`config.mk`:
```
export PLATFORM = sky130hd
export DESIGN_NAME = instr_encoder
export DESIGN_NICKNAME = d
export VERILOG_FILES = /design/src/rtl/instr_encoder.sv
export SDC_FILE = /design/constraint.sdc
export NUM_CORES = 1
export LEC_CHECK = 0
export BUFFER_PORTS_ARGS = -buffer_cell sky130_fd_sc_hd__buf_2
export CAP_MARGIN = 10
export CORE_ASPECT_RATIO = 2
export CORE_MARGIN = 1.5
export CORE_UTILIZATION = 54
export DETAILED_ROUTE_END_ITERATION = 7
export MAX_ROUTING_LAYER = met4
export PLACE_DENSITY = 0.82
export SYNTH_ARGS = -nofsm -noshare
export SYNTH_HDL_FRONTEND = slang
export SYNTH_SLANG_ARGS = --single-unit
```
`constraint.sdc`:
```
create_clock -name clk -period 3.4 [get_ports clk]
set_input_delay 0.17 -clock clk [delete_from_list [all_inputs] [get_ports clk]]
set_output_delay 0.17 -clock clk [all_outputs]
set_load 0.03 [all_outputs]
```
`src/rtl/instr_encoder.sv`:
```
`default_nettype none
// ==================================================================
// instr_encoder: RV32I field-to-word encoder with 2-entry result FIFO
// Rev 1.0
// ==================================================================
module instr_encoder (
  input  logic        clk,
  input  logic        reset,
  input  logic        in_valid,
  output logic        in_ready,
  input  logic [3:0]  in_class,
  input  logic [2:0]  in_funct3,
  input  logic [6:0]  in_funct7,
  input  logic [4:0]  in_rd,
  input  logic [4:0]  in_rs1,
  input  logic [4:0]  in_rs2,
  input  logic [31:0] in_imm,
  output logic        out_valid,
  input  logic        out_ready,
  output logic [31:0] out_instr,
  output logic        out_err,
  output logic [15:0] enc_count,
  output logic [7:0]  err_count
);

  localparam logic [1:0] c_EMPTY = 2'd0;
  localparam logic [1:0] c_ONE   = 2'd1;
  localparam logic [1:0] c_FULL  = 2'd2;

  localparam logic [6:0] c_OPC_LOAD   = 7'b0000011;
  localparam logic [6:0] c_OPC_STORE  = 7'b0100011;
  localparam logic [6:0] c_OPC_BRANCH = 7'b1100011;
  localparam logic [6:0] c_OPC_JAL    = 7'b1101111;
  localparam logic [6:0] c_OPC_JALR   = 7'b1100111;
  localparam logic [6:0] c_OPC_LUI    = 7'b0110111;
  localparam logic [6:0] c_OPC_AUIPC  = 7'b0010111;
  localparam logic [6:0] c_OPC_OPIMM  = 7'b0010011;
  localparam logic [6:0] c_OPC_OP     = 7'b0110011;
  localparam logic [6:0] c_OPC_FENCE  = 7'b0001111;
  localparam logic [6:0] c_OPC_SYSTEM = 7'b1110011;

  logic        w_imm_i_ok;
  logic        w_imm_b_ok;
  logic        w_imm_j_ok;
  logic        w_imm_u_ok;
  logic        w_shamt_ok;
  logic        w_f7_alt;
  logic        w_bad;
  logic [31:0] w_raw;
  logic [32:0] w_entry;
  logic        w_push;
  logic        w_pop;

  logic [1:0]  r_occ;
  logic [32:0] r_head;
  logic [32:0] r_tail;
  logic [15:0] r_enc_count;
  logic [7:0]  r_err_count;

  // Immediate range checks: upper bits must replicate the format's sign bit.
  always_comb begin
    w_imm_i_ok = (in_imm[31:11] == {21{in_imm[11]}});
    w_imm_b_ok = (in_imm[31:12] == {20{in_imm[12]}}) && !in_imm[0];
    w_imm_j_ok = (in_imm[31:20] == {12{in_imm[20]}}) && !in_imm[0];
    w_imm_u_ok = (in_imm[11:0] == 12'd0);
    w_shamt_ok = (in_imm[31:5] == 27'd0);
    w_f7_alt   = (in_funct7 == 7'h00) || (in_funct7 == 7'h20);
  end

  always_comb begin
    w_raw = 32'd0;
    w_bad = 1'b0;
    case (in_class)
      4'd0: begin
        w_raw = {in_imm[11:0], in_rs1, in_funct3, in_rd, c_OPC_LOAD};
        w_bad = !w_imm_i_ok;
      end
      4'd1: begin
        w_raw = {in_imm[11:5], in_rs2, in_rs1, in_funct3, in_imm[4:0], c_OPC_STORE};
        w_bad = !w_imm_i_ok;
      end
      4'd2: begin
        w_raw = {in_imm[12], in_imm[10:5], in_rs2, in_rs1, in_funct3,
                 in_imm[4:1], in_imm[11], c_OPC_BRANCH};
        w_bad = !w_imm_b_ok;
      end
      4'd3: begin
        w_raw = {in_imm[20], in_imm[10:1], in_imm[11], in_imm[19:12], in_rd, c_OPC_JAL};
        w_bad = !w_imm_j_ok;
      end
      4'd4: begin
        w_raw = {in_imm[11:0], in_rs1, in_funct3, in_rd, c_OPC_JALR};
        w_bad = !w_imm_i_ok;
      end
      4'd5: begin
        w_raw = {in_imm[31:12], in_rd, c_OPC_LUI};
        w_bad = !w_imm_u_ok;
      end
      4'd6: begin
        w_raw = {in_imm[31:12], in_rd, c_OPC_AUIPC};
        w_bad = !w_imm_u_ok;
      end
      4'd7: begin
        // Shifts carry funct7 in the upper immediate bits and a 5-bit shamt.
        if (in_funct3 == 3'b001) begin
          w_raw = {in_funct7, in_imm[4:0], in_rs1, in_funct3, in_rd, c_OPC_OPIMM};
          w_bad = (in_funct7 != 7'h00) || !w_shamt_ok;
        end else if (in_funct3 == 3'b101) begin
          w_raw = {in_funct7, in_imm[4:0], in_rs1, in_funct3, in_rd, c_OPC_OPIMM};
          w_bad = !w_f7_alt || !w_shamt_ok;
        end else begin
          w_raw = {in_imm[11:0], in_rs1, in_funct3, in_rd, c_OPC_OPIMM};
          w_bad = !w_imm_i_ok;
        end
      end
      4'd8: begin
        w_raw = {in_funct7, in_rs2, in_rs1, in_funct3, in_rd, c_OPC_OP};
        w_bad = !w_f7_alt ||
                ((in_funct7 == 7'h20) && (in_funct3 != 3'b000) && (in_funct3 != 3'b101));
      end
      4'd9: begin
        w_raw = {in_imm[11:0], in_rs1, in_funct3, in_rd, c_OPC_FENCE};
        w_bad = !w_imm_i_ok;
      end
      4'd10: begin
        w_raw = {in_imm[11:0], in_rs1, in_funct3, in_rd, c_OPC_SYSTEM};
        w_bad = !w_imm_i_ok;
      end
      default: begin
        w_raw = 32'd0;
        w_bad = 1'b1;
      end
    endcase
  end

  assign w_entry  = w_bad ? {1'b1, 32'd0} : {1'b0, w_raw};
  assign in_ready = (r_occ != c_FULL) && !reset;
  assign w_push   = in_valid && in_ready;
  assign w_pop    = (r_occ != c_EMPTY) && out_ready;

  // r_head is the output register; r_tail only holds the second entry when FULL.
  always_ff @(posedge clk) begin
    if (reset) begin
      r_occ       <= c_EMPTY;
      r_head      <= 33'd0;
      r_tail      <= 33'd0;
      r_enc_count <= 16'd0;
      r_err_count <= 8'd0;
    end else begin
      case (r_occ)
        c_EMPTY: begin
          if (w_push) begin
            r_head <= w_entry;
            r_occ  <= c_ONE;
          end
        end
        c_ONE: begin
          if (w_push && w_pop) begin
            r_head <= w_entry;
          end else if (w_push) begin
            r_tail <= w_entry;
            r_occ  <= c_FULL;
          end else if (w_pop) begin
            r_head <= 33'd0;
            r_occ  <= c_EMPTY;
          end
        end
        c_FULL: begin
          if (w_pop) begin
            r_head <= r_tail;
            r_tail <= 33'd0;
            r_occ  <= c_ONE;
          end
        end
        default: begin
          r_head <= 33'd0;
          r_tail <= 33'd0;
          r_occ  <= c_EMPTY;
        end
      endcase

      if (w_push) begin
        if (w_entry[32]) begin
          if (r_err_count != 8'hFF) r_err_count <= r_err_count + 8'd1;
        end else begin
          r_enc_count <= r_enc_count + 16'd1;
        end
      end
    end
  end

  assign out_valid = (r_occ != c_EMPTY);
  assign out_instr = r_head[31:0];
  assign out_err   = r_head[32];
  assign enc_count = r_enc_count;
  assign err_count = r_err_count;

endmodule
`default_nettype wire

```
After elaboration in Yosys (flattened, before gate mapping)
Cells that the tools add are included.

Flip-flop bits (word level): 92. Word-level logic and storage cells: 93.

Add/subtract/negate cells: 2. Eq/ne operators: 28. Multiplexer cells: 21. Bitwise operators: 2. Reduce and logical (&&, ||, !) cells: 35.

Operators by type and width (count): $pmux 32 s11 (1); $mux 33 (7); $pmux 33 s3 (2); $mux 32 (2); $logic_not 27->1 (1); $eq 20x20->1 (1); $eq 19x19->1 (1); $add 16x1->16 const B (1); $eq 4x3->1 const B (4); $eq 4x4->1 const B (3); $logic_not 12->1 (1); $ne 3x3->1 const B (4); $reduce_and 4->1 (3); $eq 11x11->1 (1); $mux 2 (5); $ne 2x2->1 const B (5); $add 8x1->8 const B (1); $eq 4x2->1 const B (2); $logic_and 1x1->1 (8); $logic_not 1->1 (8); $ne 8x8->1 const B (1); $eq 7x6->1 const B (1); $logic_not 7->1 (1); $reduce_bool 7->1 (1); other kinds (18) (23).

Longest topological paths before layout
Gate-level depths: netlist of the first run.

Word-level depth: 11. Mapped depth: 12. Depth with buffers taken out: 9.

Worst setup path after synthesis of the first run
Ideal clock, no wire load.

Path kind: in2reg. From: input in_imm[22]. To: register r_enc_count[15] (netlist: enc_count[15]). Arrival: 2.377 ns. Data required time: 3.330 ns. Setup slack: 0.953 ns. Cell stages on the path: 10. Cells stage by stage: nor4_1 nand3_1 a221o_1 a41oi_2 nand4bb_1 buf_2 or2_1 buf_2 or4_1 a21oi_1.

Word-level cells in the longest chain between the ends: 9.

Ends and longest elaborated chain: start, declared (line 17) `input logic [31:0] in_imm,`; $logic_not 27->1 (line 66) `w_shamt_ok = (in_imm[31:5] == 27'd0);`; $logic_not 1->1 (line 107, 110); $logic_or 1x1->1 (line 110) `w_bad = !w_f7_alt || !w_shamt_ok;`; $mux 1 (line 108) `end else if (in_funct3 == 3'b101) begin`; $mux 1 (line 105) `if (in_funct3 == 3'b001) begin`; $pmux 1 s6 (*) (line 73) `case (in_class)`; $mux 33 (*) (line 136) `assign w_entry = w_bad ? {1'b1, 32'd0} : {1'b0, w_raw};`; $not 1->1 (no source line) (*); $reduce_and 2->1 (no source line) (*); end signal, assigned (line 186) `r_enc_count <= r_enc_count + 16'd1;`; end, declared (line 57) `logic [15:0] r_enc_count;`.

Mark *: on every way between the ends. The rest lies on a longest branch, timed or not. A chain may end at the register's enable or synchronous reset.

Worst setup path in the final report of the first run
From: input in_funct7[3]. To: register r_enc_count[15] (netlist: enc_count[15]).

Word-level cells in the longest chain between the ends: 10.

Ends and longest elaborated chain: start, declared (line 13) `input logic [6:0] in_funct7,`; $eq 7x6->1 / $logic_not 7->1 (equally long branches) (line 67, 119); $logic_or 1x1->1 (line 67) `w_f7_alt = (in_funct7 == 7'h00) || (in_funct7 == 7'h20);`; $logic_not 1->1 (line 110, 118); $logic_or 1x1->1 (line 110); $mux 1 (line 108); $mux 1 (line 105); $pmux 1 s6 (*) (line 73); $mux 33 (*) (line 136); $not 1->1 (no source line) (*); $reduce_and 2->1 (no source line) (*).

Marked as above.

==> flow_metrics.py, run 1 <==
metrics = {
    "outcome": {
        "status": "complete, no violations",
    },
    "global_routing": {
        "gr-total-overflow": 0,
        "first_global_vias": 5059,
        "grt_usage": 0.322,
        "grt_pass1_wl_um": 23900,
        "grt_max_degree": 40,
        "antenna_found_initial": 0,
    },
    "routing": {
        "viasPerCell": 6.58,
        "drtAntennaViolNets": 0,
        "drt_wl_total_um": 15400,
        "drt_pre_antenna_iters": 6,
        "vias": 5398,
        "wl_per_cell_um": 18.7,
        "drc": 0,
        "drt_first_iter_violations": 617,
    },
    "sta": {
        "fin_tns_setup_ns": 0,
        "rsz0062_at_grt": "false",
        "timing_hold_violations_final": 0,
        "fin_skew_ns": 0.00547,
        "slew_violations": 0,
        "fin_crit_sh": 0.805,
        "setup_viol": 0,
        "fmax_mhz": 365,
        "post-route-min-period_ns": 2.74,
        "worst_pin_slew_ns": 0.929,
        "relSlewSlack": 0.375,
        "holdWs_ns": 0.150,
    },
    "synth": {
        "ys_async_sr_fraction": 0,
        "netlist_area_sq_um": 4860,
        "yosysWarnings": 0,
        "ys_ff_latch": 90,
        "avgSynthCellArea_sq_um": 7.83,
        "syn_inst": 621,
        "ys.flop_type": "dfxtp_1",
        "synth_edf_count": 0,
        "synth_cell_types": 57,
        "synth-seq-area-share": 0.371,
        "syn_nets": 689,
    },
    "setup_path": {
        "crit_fanout": 19,
        "arrival_ns": 3.02,
        "endpoint_kind": "flip-flop",
        "cpPeakStageDelay_ns": 0.57,
        "critPathBufInv": 1,
        "start_kind": "input pin",
        "cp_common_cell": "nor4_1",
        "critPathKind": "input pin to flip-flop",
        "crit_chain": "buf_2 -> nor4_1 -> nand4_1 -> nor4_1 -> o22ai_1 -> o22a_1 -> or2_1 -> or4_1 -> a21oi_1",
        "slowest_stage": "or4_1",
        "required_ns": 3.69,
        "crit_family": "simple AND/OR/NAND/NOR gates",
    },
    "floorplan": {
        "rows": 48,
        "die_h_um": 137,
        "core_area_sq_um": 8710,
        "die-area_sq_um": 9610,
        "fp.dieW_um": 70.1,
        "io_pins": 124,
        "start_util": 0.558,
    },
    "pwr": {
        "leakage_nw": 2.32,
        "power_density_nw_per_um2": 429,
        "peakVddDrop_v": 0.000376,
        "finalPower_mw": 2.49,
    },
    "flow_run": {
        "cap_violations": 0,
    },
    "cts": {
        "cts_buffers": 9,
        "numClockSinks": 90,
        "tritoncts": "yes",
        "h-tree-depth": 3,
        "clock_path_buffers": 2,
        "postCtsHoldBufs": 0,
        "cts_root_buf": "clkbuf_16",
        "post_cts_buffers": 0,
        "insertion_delay_ns": 0.35,
        "cts_resized": 0,
        "clk_pin_slew_worst_paths_ns": 0.06,
    },
    "placed_design": {
        "finalWeightedCongestion": 1.00,
        "hpwl_um": 11100,
        "place_inst": 805,
        "port_buffers": 123,
    },
    "cells_and_area": {
        "nets": 784,
        "syn2layout_area_growth_pct": 19.2,
        "stdcell_count": 820,
        "drive_gt1_frac": 0.224,
        "diodes": 0,
        "n_fill_cell": 776,
    },
    "min_path": {
        "hold_path_class": "input pin to flip-flop",
    },
}
==> cells in the mapped netlist, types with 7 or more instances <==
cell type | instances | area, sq um
nand2b_1 | 9 | 56.3
nor2b_1 | 16 | 100
clkbuf_1 | 42 | 158
a21oi_1 | 50 | 250
inv_1 | 8 | 30.0
dfxtp_1 | 90 | 1800
nor2_1 | 50 | 188
nand4_1 | 11 | 68.8
a311oi_1 | 8 | 70.1
xnor2_1 | 9 | 78.8
nor4_1 | 16 | 100
nand2_1 | 58 | 218
nand3_1 | 14 | 70.1
o21ai_0 | 75 | 375
mux2i_1 | 12 | 120
and3_1 | 7 | 43.8
a222oi_1 | 14 | 140
a22oi_1 | 30 | 225
nor3_1 | 18 | 90.1
==> metal layers <==
| metal | global-route usage | part of all wire | vias to the layer above |
|---|---|---|---|
| li1 | - | - | 2521 |
| met1 | 0.316 | 0.34 | 2518 |
| met2 | 0.565 | 0.52 | 279 |
| met3 | 0.0688 | 0.068 | 80 |
| met4 | 0.218 | 0.064 | 0 |
| met5 | - | 0 | - |
==> power by group <==
group	switching (mW)	leakage, nW	internal, mW
clock network	0.414	0.140	0.582
logic	0.266	1.46	0.134
registers	0.0175	0.727	1.07
total	0.698	2.32	1.79
==> cell families (layout without fill, tap and decap cells) <==
logic type      Yosys count  count (layout)  share of synthesized area
mux                      14              14                     0.0293
buf+inv                  59             158                     0.0468
xor+xnor                 13              13                     0.0234
fa+ha+maj                 4               4                    0.00978
compound gates          220             220                      0.290
simple gates            221             221                      0.230
flops                    90              90                      0.371
==> worst min-delay path, delay by kind of cell <==
kind,cells,cell delay [ns]
buffers and inverters,1,0.10
AO/OA/AOI/OAI,2,0.20
==> state kept, by name (all words and copies together), names as in the netlist <==
| name | cells |
|---|---|
| err_count | 8 |
| enc_count | 16 |
| r_head | 32 |
| r_tail | 32 |
| r_occ | 2 |
==> stage by stage <==
step,worst slack (ns),util,area [sq um]
detailed placement,0.361,0.632,5500
global placement,0.454,0.632,5500
global route,0.456,0.666,5800
floorplan,0.953,-,4860
CTS,0.710,0.666,5800
finish,0.663,0.666,5800
==> cell type report <==
cell class                      instances  area [sq um]  area share
Sequential cell                        90          1800       0.311
Inverter                                8          30.0     0.00518
Clock inverter                          5          55.1     0.00950
Clock buffer                           10           239      0.0412
Timing Repair Buffer                  135           706       0.122
Multi-Input combinational cell        472          2840       0.490
Tap cell                              100           125      0.0216
==> layout by cell type, fill, tap and decap left out, types with 4 or more instances in the layout <==
cell and n:
nand2b_1 9, nor2b_1 15, o22ai_1 5, inv_1 8
a21oi_1 50, nor2_1 50, o21ai_0 75, dfxtp_1 90
nand2_1 58, xor2_1 4, a22oi_1 30, o22a_1 4
a311oi_1 8, nor4_1 16, a222oi_1 14, nand4_1 11
and3_1 7, buf_2 123, nor3_1 17, o31ai_1 6
buf_4 12, nand3_1 14, mux2i_1 12, clkbuf_16 9
xnor2_1 9, or4_1 4, a22o_1 5
==> worst paths after layout <==
path / startpoint / endpoint / slack, ns / cells after the start
setup / recovery: in_funct7[3] / enc_count[15]$_SDFFE_PP0P_ / 0.66 / 9
hold / removal: in_rs1[0] / r_tail[15]$_SDFFE_PP0P_ / 0.15 / 3
setup reg to reg: r_occ[1]$_SDFFE_PP0P_ / r_tail[9]$_SDFFE_PP0P_ / 0.85 / 9
hold reg to reg: r_tail[18]$_SDFFE_PP0P_ / r_tail[18]$_SDFFE_PP0P_ / 0.45 / 2
Note: power is estimated with default switching activity, not from simulation.
==> run 2, diff against run 1 <==
- clock period: 3.4 -> 2.6 ns (I/O delays scaled with it)
==> run 2 against run 1 <==
Net effect: the run now ends with design-rule violations left; cell area grew 3.6%; combinational power grew 41%; largest cell class unchanged; largest power group unchanged; clock skew grew 0.00087 ns.
==> flow_metrics.py, run 2 (synthesis gave the netlist of run 1 again) <==
metrics = {
    "setup_path": {
        "required_ns": 2.87,
        "startpoint": "in_imm[22]",
        "crit_fanout": 10,
        "crit_family": "simple AND/OR/NAND/NOR gates",
        "arrival_ns": 2.70,
        "cpPeakStageDelay_ns": 0.53,
        "crit_chain": "buf_2 -> nor4_1 -> nand3_1 -> nor4_1 -> o22ai_1 -> o22a_1 -> or2_1 -> or4_1 -> a21oi_1",
        "critPathBufInv": 1,
        "critPathKind": "input pin to flip-flop",
        "r2r_start": "enc_count[3]$_SDFFE_PP0P_",
        "start_kind": "input pin",
        "endpoint_kind": "flip-flop",
        "cp_common_cell": "nor4_1",
        "slowest_stage": "or4_1",
    },
    "placed_design": {
        "place_inst": 828,
        "port_buffers": 123,
        "finalWeightedCongestion": 0.963,
        "hpwl_um": 11800,
        "dp_slack_ns": -0.0914,
        "dpl_cell_area_sq_um": 5700,
    },
    "pwr": {
        "peakVddDrop_v": 0.000411,
        "power_density_nw_per_um2": 551,
        "leakage_nw": 2.46,
        "finalPower_mw": 3.31,
    },
    "cts": {
        "clk_pin_slew_worst_paths_ns": 0.06,
        "insertion_delay_ns": 0.34,
        "tritoncts": "yes",
        "clock_path_buffers": 2,
        "numClockSinks": 90,
        "cts_resized": 0,
        "h-tree-depth": 3,
        "cts_root_buf": "clkbuf_16",
        "postCtsHoldBufs": 0,
        "post_cts_buffers": 0,
        "cts_buffers": 9,
    },
    "floorplan": {
        "rows": 48,
        "io_pins": 124,
        "core_area_sq_um": 8710,
        "fp.dieW_um": 70.1,
        "die-area_sq_um": 9610,
        "die_h_um": 137,
        "start_util": 0.558,
    },
    "routing": {
        "drt_wl_total_um": 16100,
        "drt_pre_antenna_iters": 8,
        "viasPerCell": 6.55,
        "drc": 12,
        "vias": 5525,
        "wl_per_cell_um": 19.1,
        "drtAntennaViolNets": 0,
        "drt_first_iter_violations": 607,
    },
    "sta": {
        "worst_pin_slew_ns": 0.783,
        "setup_viol": 0,
        "timing_hold_violations_final": 0,
        "fmax_mhz": 411,
        "worst_slack_ns": 0.169,
        "fin_crit_sh": 0.935,
        "relSlewSlack": 0.475,
        "post-route-min-period_ns": 2.43,
        "rsz0062_at_grt": "false",
        "fin_skew_ns": 0.00634,
        "slew_violations": 0,
    },
    "cells_and_area": {
        "fin_area_sq_um": 6000,
        "layout_common_cells": "123 x buf_2, 90 x dfxtp_1, 75 x o21ai_0",
        "syn2layout_area_growth_pct": 23.5,
        "nets": 807,
        "stdcell_count": 844,
        "final_common_cell": "buf_2",
        "drive_gt1_frac": 0.249,
        "diodes": 0,
    },
    "min_path": {
        "hold_path_class": "input pin to flip-flop",
        "hp-start": "in_rd[1]",
    },
    "global_routing": {
        "gr-total-overflow": 0,
        "grt_usage": 0.345,
        "antenna_found_initial": 0,
        "first_global_vias": 5314,
        "grt_pass1_wl_um": 25600,
        "grt_max_degree": 41,
    },
    "outcome": {
        "status": "finished with violations",
        "violations": "design-rule violations",
    },
    "flow_run": {
        "cap_violations": 0,
    },
}
[run 2: changes by cell type in the layout (fill, tap and decap cells not counted)]
cell,previous run,this run
buf_12,0,2
buf_4,12,33
clkinv_4,0,1
clkinvlp_4,2,1
inv_6,0,1
[run 2: worst min-delay path: stages]
cell and delay [ns]:
buf_2 0.10, a21oi_1 0.07, o21ai_0 0.13
[run 2: path summary, 6_finish.rpt]
kind	to	slack [ns]	cells after the start
min reg2reg	r_tail[2]$_SDFFE_PP0P_	0.45	2
min	r_tail[8]$_SDFFE_PP0P_	0.12	3
max reg2reg	enc_count[15]$_SDFFE_PP0P_	0.36	8
max	enc_count[15]$_SDFFE_PP0P_	0.17	9
[run 2: through the flow]
step | hold slack (ns) | util | TNS, ns
floorplan | 0.321 | - | 0
global placement | 0.434 | 0.654 | -0.235
detailed placement | 0.443 | 0.654 | -0.335
CTS | 0.112 | 0.689 | 0
global route | 0.133 | 0.689 | 0
finish | 0.123 | 0.689 | 0
[run 2: area by class of cell]
cell class / instances / area [sq um]
Multi-Input combinational cell: 472 / 2840
Fill cell: 735 / 2710
Sequential cell: 90 / 1800
Timing Repair Buffer: 158 / 903
Clock buffer: 10 / 239
Tap cell: 100 / 125
Clock inverter: 6 / 65.1
Inverter: 8 / 30.0
[run 2: where the power goes]
part / leakage, nW / internal [mW] / switching (mW)
Combinational: 1.58 / 0.202 / 0.363
Clock: 0.149 / 0.772 / 0.549
Sequential: 0.727 / 1.40 / 0.0180
Total: 2.46 / 2.38 / 0.930
[run 2: layer usage]
metal / share of wire / GRT usage / up-vias
met5: 0 / - / -
met3: 0.060 / 0.0571 / 77
li1: - / - / 2561
met1: 0.35 / 0.340 / 2595
met4: 0.052 / 0.202 / 0
met2: 0.54 / 0.631 / 292
==> run 3, diff against run 2 <==
- BUFFER_PORTS_ARGS: -buffer_cell sky130_fd_sc_hd__buf_2 -> -buffer_cell sky130_fd_sc_hd__clkbuf_2
- CORE_UTILIZATION: 54 -> 55
- CTS_BUF_LIST: not set -> sky130_fd_sc_hd__clkbuf_4
==> run 3 against run 2 <==
Net effect: the flow now finishes without violations; die area fell by 1.8%; sequential cell count did not move; routed wire length fell by 1.3%; maximum frequency fell by 0.62%; first-iteration DRC count fell by 3.5%; largest cell class unchanged; sequential share of layout area rose by 0.49 points.
==> flow_metrics.py, run 3 (synthesis gave the netlist of run 1 again) <==
metrics = {
    "cells_and_area": {
        "drive_gt1_frac": 0.254,
        "nets": 806,
        "stdcell_count": 844,
        "syn2layout_area_growth_pct": 21.5,
        "layout_common_cells": "123 x clkbuf_2, 90 x dfxtp_1, 74 x o21ai_0",
        "final_common_cell": "clkbuf_2",
    },
    "floorplan": {
        "start_util": 0.566,
        "die_h_um": 136,
        "fp.dieW_um": 69.5,
        "die-area_sq_um": 9450,
        "core_area_sq_um": 8590,
        "io_pins": 124,
        "rows": 48,
    },
    "sta": {
        "post-route-min-period_ns": 2.45,
        "setup_viol": 0,
        "relSlewSlack": 0.363,
        "fmax_mhz": 409,
        "holdWs_ns": 0.0258,
        "fin_tns_setup_ns": 0,
        "rsz0062_at_grt": "false",
        "worst_pin_slew_ns": 0.948,
        "fin_crit_sh": 0.941,
        "timing_hold_violations_final": 0,
        "slew_violations": 0,
        "fin_skew_ns": 0.0153,
    },
    "cts": {
        "cts_buffers": 9,
        "cts_root_buf": "clkbuf_4",
        "clock_path_buffers": 2,
        "clk_pin_slew_worst_paths_ns": 0.13,
        "numClockSinks": 90,
        "h-tree-depth": 3,
        "insertion_delay_ns": 0.44,
        "tritoncts": "yes",
    },
    "pwr": {
        "power_density_nw_per_um2": 483,
        "finalPower_mw": 2.85,
        "peakVddDrop_v": 0.000390,
        "leakage_nw": 2.35,
    },
    "setup_path": {
        "arrival_ns": 2.81,
        "endpoint_kind": "flip-flop",
        "crit_chain": "dlygate4sd3_1 -> clkbuf_2 -> nor4_2 -> buf_4 -> nand4_1 -> nor4_2 -> nor3_1 -> o22a_1 -> or2_4 -> or4_1 -> a21oi_1",
        "crit_fanout": 11,
        "critPathKind": "input pin to flip-flop",
        "slowest_stage": "dlygate4sd3_1",
        "start_kind": "input pin",
        "cp_common_cell": "nor4_2",
        "cpPeakStageDelay_ns": 0.53,
        "required_ns": 2.97,
    },
    "min_path": {
        "hold_path_class": "input pin to flip-flop",
    },
    "global_routing": {
        "gr-total-overflow": 0,
        "grt_usage": 0.332,
        "antenna_found_initial": 1,
        "first_global_vias": 5226,
        "grt_max_degree": 40,
        "grt_pass1_wl_um": 24400,
    },
    "routing": {
        "drtAntennaViolNets": 0,
        "vias": 5461,
        "drc": 0,
        "drt_first_iter_violations": 586,
        "drt_wl_total_um": 15900,
        "drt_pre_antenna_iters": 7,
        "viasPerCell": 6.47,
        "wl_per_cell_um": 18.9,
    },
    "placed_design": {
        "port_buffers": 123,
        "finalWeightedCongestion": 1.00,
        "hpwl_um": 11800,
        "place_inst": 825,
    },
    "outcome": {
        "status": "complete, no violations",
    },
    "flow_run": {
        "cap_violations": 0,
    },
}
## run 3: cell count changes in the layout (fill, tap and decap cells not counted), sizes merged
cell | before | now
dlygate4sd3 | 0 | 2
clkinvlp | 1 | 0
inv | 9 | 8
clkinv | 3 | 4
bufinv | 1 | 2
clkbuf | 10 | 133
buf | 158 | 32
diode | 0 | 1
## run 3: final timing paths
check / start / to / slack [ns] / cells past startpoint
worst max register to register: enc_count[3]$_SDFFE_PP0P_ / enc_count[15]$_SDFFE_PP0P_ / 0.31 / 8
worst max-delay path: in_imm[7] / enc_count[15]$_SDFFE_PP0P_ / 0.15 / 11
worst min-delay path: in_rd[3] / r_tail[10]$_SDFFE_PP0P_ / 0.03 / 3
worst min register to register: r_tail[14]$_SDFFE_PP0P_ / r_tail[14]$_SDFFE_PP0P_ / 0.47 / 2
## run 3: worst max-delay path: cells and delay by family
kind | cells | cell delay [ns]
buffers and inverters | 3 | 0.81
and+or+nand+nor | 6 | 1.44
AOI/OAI and AO/OA | 2 | 0.41
## run 3: power breakdown
| group | internal (mW) | switching [mW] | leakage, nW |
|---|---|---|---|
| combinational | 0.202 | 0.369 | 1.54 |
| clock | 0.395 | 0.463 | 0.0854 |
| sequential | 1.40 | 0.0190 | 0.727 |
## run 3: what timing repair did
item | CTS | global route
resized for setup | 0 | 12
hold endpoints to repair | 2 | 0
setup endpoints to repair | 0 | 80
hold buffers | 2 | 0
setup buffers | 0 | 0
## run 3: per-layer routing
| metal | up-vias | share of wire | GRT usage |
|---|---|---|---|
| li1 | 2567 | - | - |
| met1 | 2562 | 0.36 | 0.328 |
| met2 | 273 | 0.54 | 0.614 |
| met3 | 59 | 0.062 | 0.0534 |
| met4 | 0 | 0.040 | 0.175 |
| met5 | - | 0 | - |
## run 3: area by class of cell
| class | count | area [sq um] |
|---|---|---|
| sequential | 90 | 1800 |
| antenna | 1 | 2.50 |
| inverter | 8 | 30.0 |
| tap | 100 | 125 |
| clock inverter | 6 | 81.3 |
| fill | 725 | 2680 |
| timing repair buffer | 157 | 892 |
| clock buffer | 10 | 75.1 |
| multi-input combinational | 472 | 2900 |
## run 3: per-stage QoR
stage,cell area [sq um],utilization,worst slack [ns]
finish,5910,0.688,0.154
global route,5910,0.688,0.000512
CTS,5840,0.680,0.0670
detailed placement,5660,0.660,-0.0341
global placement,5660,0.660,0.0888
floorplan,4860,-,0.185
